===== src/rtl/usb_tx_pkg.sv =====
`default_nettype none
// ============================================================================
//  Module   : usb_tx_pkg
//  Purpose  : Shared state encoding and CRC-16 constants for the USB transmit
//             sequencer.
//  Revision : 1.0 - initial release
// ============================================================================
package usb_tx_pkg;

  // Sequencer states; CRC2 is only reachable with 8-bit beats
  typedef enum logic [2:0] {
    IDLE = 3'b000,
    DATA = 3'b010,
    CRC1 = 3'b001,
    CRC2 = 3'b011
  } state_t;

  localparam logic [15:0] CRC16_POLY_REFL = 16'hA001;
  localparam logic [15:0] CRC16_INIT      = 16'hFFFF;

endpackage
`default_nettype wire


===== src/rtl/usb_crc16_byte.sv =====
`default_nettype none
// ============================================================================
//  Module   : usb_crc16_byte
//  Purpose  : Combinational one-byte update of a reflected CRC-16 (0xA001),
//             bits consumed LSB first.
//  Revision : 1.0 - initial release
// ============================================================================
module usb_crc16_byte
  import usb_tx_pkg::*;
(
  input  logic [15:0] crc_in,
  input  logic [7:0]  byte_in,
  output logic [15:0] crc_out
);

  // Eight shift/xor steps, one per input bit, starting with bit 0
  always_comb begin
    logic [15:0] c;
    c = crc_in ^ {8'h00, byte_in};
    for (int i = 0; i < 8; i++) begin
      if (c[0]) c = (c >> 1) ^ CRC16_POLY_REFL;
      else      c = c >> 1;
    end
    crc_out = c;
  end

endmodule
`default_nettype wire


===== src/rtl/usb_tx_seq.sv =====
`default_nettype none
// ============================================================================
//  Module   : usb_tx_seq
//  Purpose  : Packet transmit sequencer: passes len payload beats through and
//             appends an inverted CRC-16 trailer. Optional feature macro:
//             USB_TX_CRC_EN (builds the CRC logic and trailer states).
//  Revision : 1.0 - initial release
// ============================================================================
module usb_tx_seq
  import usb_tx_pkg::*;
#(
  parameter int DATA_W     = 8,
  parameter int LEN_W      = 6,
  parameter int HIST_DEPTH = 10
) (
  input  logic                  clk,
  input  logic                  reset,
  input  logic                  send_data,
  input  logic [LEN_W-1:0]      len,
  input  logic                  in_valid,
  input  logic [DATA_W-1:0]     in_data,
  output logic                  in_ready,
  input  logic                  tx_ready,
  output logic                  tx_valid,
  output logic [DATA_W-1:0]     tx_data,
  output logic                  tx_last,
  output logic                  busy,
  output logic [HIST_DEPTH-1:0] buff
);

  state_t           state;
  logic [LEN_W-1:0] count;
  logic             fire;

`ifdef USB_TX_CRC_EN
  logic [15:0] crc;
  logic [15:0] crc_nxt;

  if (DATA_W == 8) begin : g_crc8
    usb_crc16_byte u_crc_lo (
      .crc_in  (crc),
      .byte_in (in_data[7:0]),
      .crc_out (crc_nxt)
    );
  end else begin : g_crc16
    logic [15:0] crc_mid;
    // Low byte goes through the CRC first
    usb_crc16_byte u_crc_lo (
      .crc_in  (crc),
      .byte_in (in_data[7:0]),
      .crc_out (crc_mid)
    );
    usb_crc16_byte u_crc_hi (
      .crc_in  (crc_mid),
      .byte_in (in_data[DATA_W-1:8]),
      .crc_out (crc_nxt)
    );
  end
`endif

  assign busy = (state != IDLE);
  assign fire = tx_valid & tx_ready;

  // Output decode: payload is a straight pass-through, trailer comes from the CRC register
  always_comb begin
    tx_valid = 1'b0;
    in_ready = 1'b0;
    tx_data  = '0;
    tx_last  = 1'b0;
    case (state)
      DATA: begin
        tx_valid = in_valid;
        in_ready = tx_ready;
        tx_data  = in_data;
`ifndef USB_TX_CRC_EN
        tx_last  = in_valid && (count == LEN_W'(1));
`endif
      end
`ifdef USB_TX_CRC_EN
      CRC1: begin
        tx_valid = 1'b1;
        tx_data  = DATA_W'(~crc);
        tx_last  = (DATA_W != 8);
      end
      CRC2: begin
        tx_valid = 1'b1;
        tx_data  = DATA_W'((~crc) >> 8);
        tx_last  = 1'b1;
      end
`endif
      default: ;
    endcase
  end

  // Sequencer state, beat counter, CRC accumulator and transfer history
  always_ff @(posedge clk) begin
    if (!reset) begin
      state <= IDLE;
      count <= '0;
      buff  <= '0;
`ifdef USB_TX_CRC_EN
      crc   <= CRC16_INIT;
`endif
    end else begin
      buff <= {buff[HIST_DEPTH-2:0], fire};
      case (state)
        IDLE: begin
          if (send_data) begin
`ifdef USB_TX_CRC_EN
            crc <= CRC16_INIT;
            if (len != '0) begin
              state <= DATA;
              count <= len;
            end else begin
              state <= CRC1;
            end
`else
            if (len != '0) begin
              state <= DATA;
              count <= len;
            end
`endif
          end
        end
        DATA: begin
          if (fire) begin
            count <= count - LEN_W'(1);
`ifdef USB_TX_CRC_EN
            crc   <= crc_nxt;
            if (count == LEN_W'(1)) state <= CRC1;
`else
            if (count == LEN_W'(1)) state <= IDLE;
`endif
          end
        end
`ifdef USB_TX_CRC_EN
        CRC1: begin
          if (tx_ready) state <= (DATA_W == 8) ? CRC2 : IDLE;
        end
        CRC2: begin
          if (tx_ready) state <= IDLE;
        end
`endif
        default: state <= IDLE;
      endcase
    end
  end

endmodule
`default_nettype wire

===== config.mk =====
export PLATFORM = sky130hd
export DESIGN_NAME = usb_tx_seq
export DESIGN_NICKNAME = d
export VERILOG_FILES = /design/src/rtl/usb_tx_pkg.sv /design/src/rtl/usb_crc16_byte.sv /design/src/rtl/usb_tx_seq.sv
export SDC_FILE = /design/constraint.sdc
export NUM_CORES = 1
export LEC_CHECK = 0
export CORE_UTILIZATION = 38
export DETAILED_ROUTE_END_ITERATION = 12
export PLACE_DENSITY = 0.8
export REMOVE_ABC_BUFFERS = 1
export SLEW_MARGIN = 20
export SYNTH_ARGS = -nofsm -noshare
export SYNTH_HDL_FRONTEND = slang
export SYNTH_HIERARCHICAL = 1
export SYNTH_SLANG_ARGS = --single-unit

===== constraint.sdc =====
create_clock -name clk -period 1.5 [get_ports clk]
set_input_delay 0.15 -clock clk [delete_from_list [all_inputs] [get_ports clk]]
set_output_delay 0.15 -clock clk [all_outputs]
set_load 0.005 [all_outputs]

==> results.yml <==
synth:
  synth_area_um2: 787.0
  yosys_warnings: 6
  avgSynthCellArea_um2: 9.482
  synth-seq-cells: 17
  synth_cells: 83
  synth_top_family_by_area: "simple AND/OR/NAND/NOR gates"
  synthXorXnorAreaFrac_pct: 3.339
  synth-simple-area-share_pct: 28.62
  ys_seq_area_share_pct: 43.24
  synth.distinct_cells: 27
  synth-compound-area-share_pct: 16.06
  synthAdderAreaFrac_pct: 3.180
  synthMuxAreaShare_pct: 1.272
detailed_routing:
  drt_iter0_drc: 15
  wirelength_um: 2359
  drc: 0
  first_pass_iters: 4
  vias: 891
  antenna_left: 0
  wire_per_inst_um: 13.80
  vias_per_cell: 5.211
clock_network:
  clk_path_buf_depth: 2
  cts_tree: "built"
  cts_buffers: 3
  root_buffer: "clkbuf_4"
  cts.sinks: 17
  clk-insertion-delay-late_ps: 290
  path_clk_slew_ps: 100
  htree_levels: 1
worst_setup_path:
  cp_max_fo: 5
  required_ps: 1680
  worstPathArrival_ps: 1640
  cp_common_cell: "buf_4"
  cp_slowest_stage_delay_ps: 560
  cpMaxStageDelayCell: "or4_4"
  cp-end-kind: "register"
  startpoint_type: "input port"
  crit_chain: "dlygate4sd2_1 -> or4_4 -> o31ai_4 -> buf_4 -> buf_4 -> a21oi_1"
  path_class: "in2reg"
sta:
  fmax_mhz: 684.4
  finClkSkew_ps: 5.225
  fin_crit_ps: 1461
  max_slew_margin_pct: 75.86
  hold_ws_ps: 381.8
  worst_pin_slew_ps: 362.1
  setup_viol: 0
  setup_tns_ps: 0
  min_period_over_period_pct: 97.41
  hold_viol: 0
  grt_setup_unrepaired: "yes"
  finalWorstSetupSlack_ps: 38.80
  maxSlewViolCount: 0
final_layout:
  syn_to_final_growth_pct: 81.88
  finalNonFillerCells: 171
  num-nets-final: 166
  mostFrequentLayoutCells: "clkdlybuf4s50_1 (25), buf_4 (19), and2_1 (18), dfxtp_1 (15), dlygate4sd2_1 (14)"
  final_common_cell: "clkdlybuf4s50_1"
  diodes: 0
  drive_gt1_share_pct: 27.08
floorplanning:
  io_pins: 41
  die-area_um2: 2257
  fp.dieH_um: 47.51
  rows: 16
  start_util_pct: 40.11
  dieWidth_um: 47.51
  fp.coreArea_um2: 1962
run:
  maxCapViolations: 0
placement:
  dp_slack_ps: -436.0
  io_buffers: 40
  gp_congestion: 0.8605
  dp_hpwl_um: 1682
  dp.cells: 162
status:
  status: "finished, final reports clean"
pwr:
  leakage_nw: 0.6248
  ir_drop_mv: 0.5271
  report.power.total_mw: 1.026
  pwr_density_cell_nw_per_um2: 716.9
global_route:
  antenna_found_initial: 0
  grt_pass1_vias: 785
  grt_pass1_wl_um: 3381
  grt_max_degree: 11
  grt-ovfl-total: 0
  grt_use_total_pct: 22.52
worst_hold_path:
  min_path_type: "in2reg"
-- final cells by class --
cell class | instances | area (µm²)
Timing Repair Buffer | 60 | 541.8
Fill cell | 167 | 530.5
Multi-Input combinational cell | 59 | 470.5
Sequential cell | 17 | 342.8
Tap cell | 27 | 33.78
Clock buffer | 3 | 22.52
Inverter | 4 | 15.01
Clock inverter | 1 | 5.005
-- stage by stage --
stage,area [µm²],util (%)
6_report,1431,72.96
5_1_grt,1431,72.96
4_1_cts,1399,71.30
3_5_place_dp,1315,67.03
3_3_place_gp,1315,67.03
2_1_floorplan,768.2,-
-- flip-flops by register name (all words and copies together) (netlist names) --
register  count
count         6
state         1
buff         10
-- critical path: cells and delay by family --
family                 cells  cell delay [ps]
AND/OR/NAND/NOR            1              560
buffers and inverters      3              530
AO/OA/AOI/OAI              2              400
-- synth_stat cells (all sizes together) --
| cell | count | area, µm² |
|---|---|---|
| a32oi | 1 | 8.760 |
| o211ai | 1 | 7.510 |
| ha | 2 | 25.02 |
| nor4 | 2 | 12.51 |
| and3 | 2 | 12.51 |
| nor2b | 1 | 6.260 |
| nor2 | 4 | 15.01 |
| xor2 | 1 | 8.760 |
| nand3 | 2 | 10.01 |
| buf | 1 | 11.26 |
| a211oi | 5 | 37.54 |
| and2 | 19 | 118.9 |
| nand4 | 1 | 6.260 |
| nor4b | 1 | 8.760 |
| o22a | 1 | 10.01 |
| inv | 4 | 15.01 |
| mux2i | 1 | 10.01 |
| clkbuf | 2 | 7.510 |
| or4 | 1 | 11.26 |
| nand2 | 2 | 7.510 |
| dfxtp | 17 | 340.3 |
| or3 | 1 | 6.260 |
| a221oi | 3 | 26.28 |
| xnor2 | 2 | 17.52 |
| nor3 | 2 | 10.01 |
| o31ai | 1 | 21.27 |
| a21oi | 3 | 15.01 |
-- timing repair --
item	CTS	global route
setup endpoints to repair	14	5
setup buffers	5	0
pin swaps	7	3
cloned	0	0
endpoints found under the hold margin	0	0
gates resized for setup	25	8
hold buffers	0	0
-- cells by family (layout without fill, tap and decap cells) --
kind of cell / after synthesis / in the layout
and+or+nand+nor: 38 / 38
DFF: 17 / 17
AOI/OAI and AO/OA: 15 / 15
buffers and inverters: 7 / 68
adders and majority gates: 2 / 2
xor gates and xnor gates: 3 / 3
muxes: 1 / 1
-- where the power goes --
group	internal [mW]	total (mW)	leakage [nW]	switching (mW)
clock network	0.0992	0.240	0.0177	0.141
registers	0.471	0.485	0.139	0.0146
logic	0.172	0.301	0.468	0.130
-- layer usage --
metal / vias to the layer above / wire length [µm] / track usage [%]
met4: 0 / 55 / 16.00
met3: 8 / 147 / 4.528
met2: 39 / 1175 / 36.71
met5: - / 0 / 0
met1: 424 / 980 / 26.27
li1: 420 / - / -
-- path summary, 6_finish.rpt --
check,startpoint,endpoint,slack [ps],depth (start not counted)
hold reg to reg,buff[8],buff[9],470,1
setup reg to reg,state[1],count[5],90,7
setup / recovery,len[3],state[1],40,6
hold / removal,len[1],count[1],380,3
(Power assumes the default switching activity.)
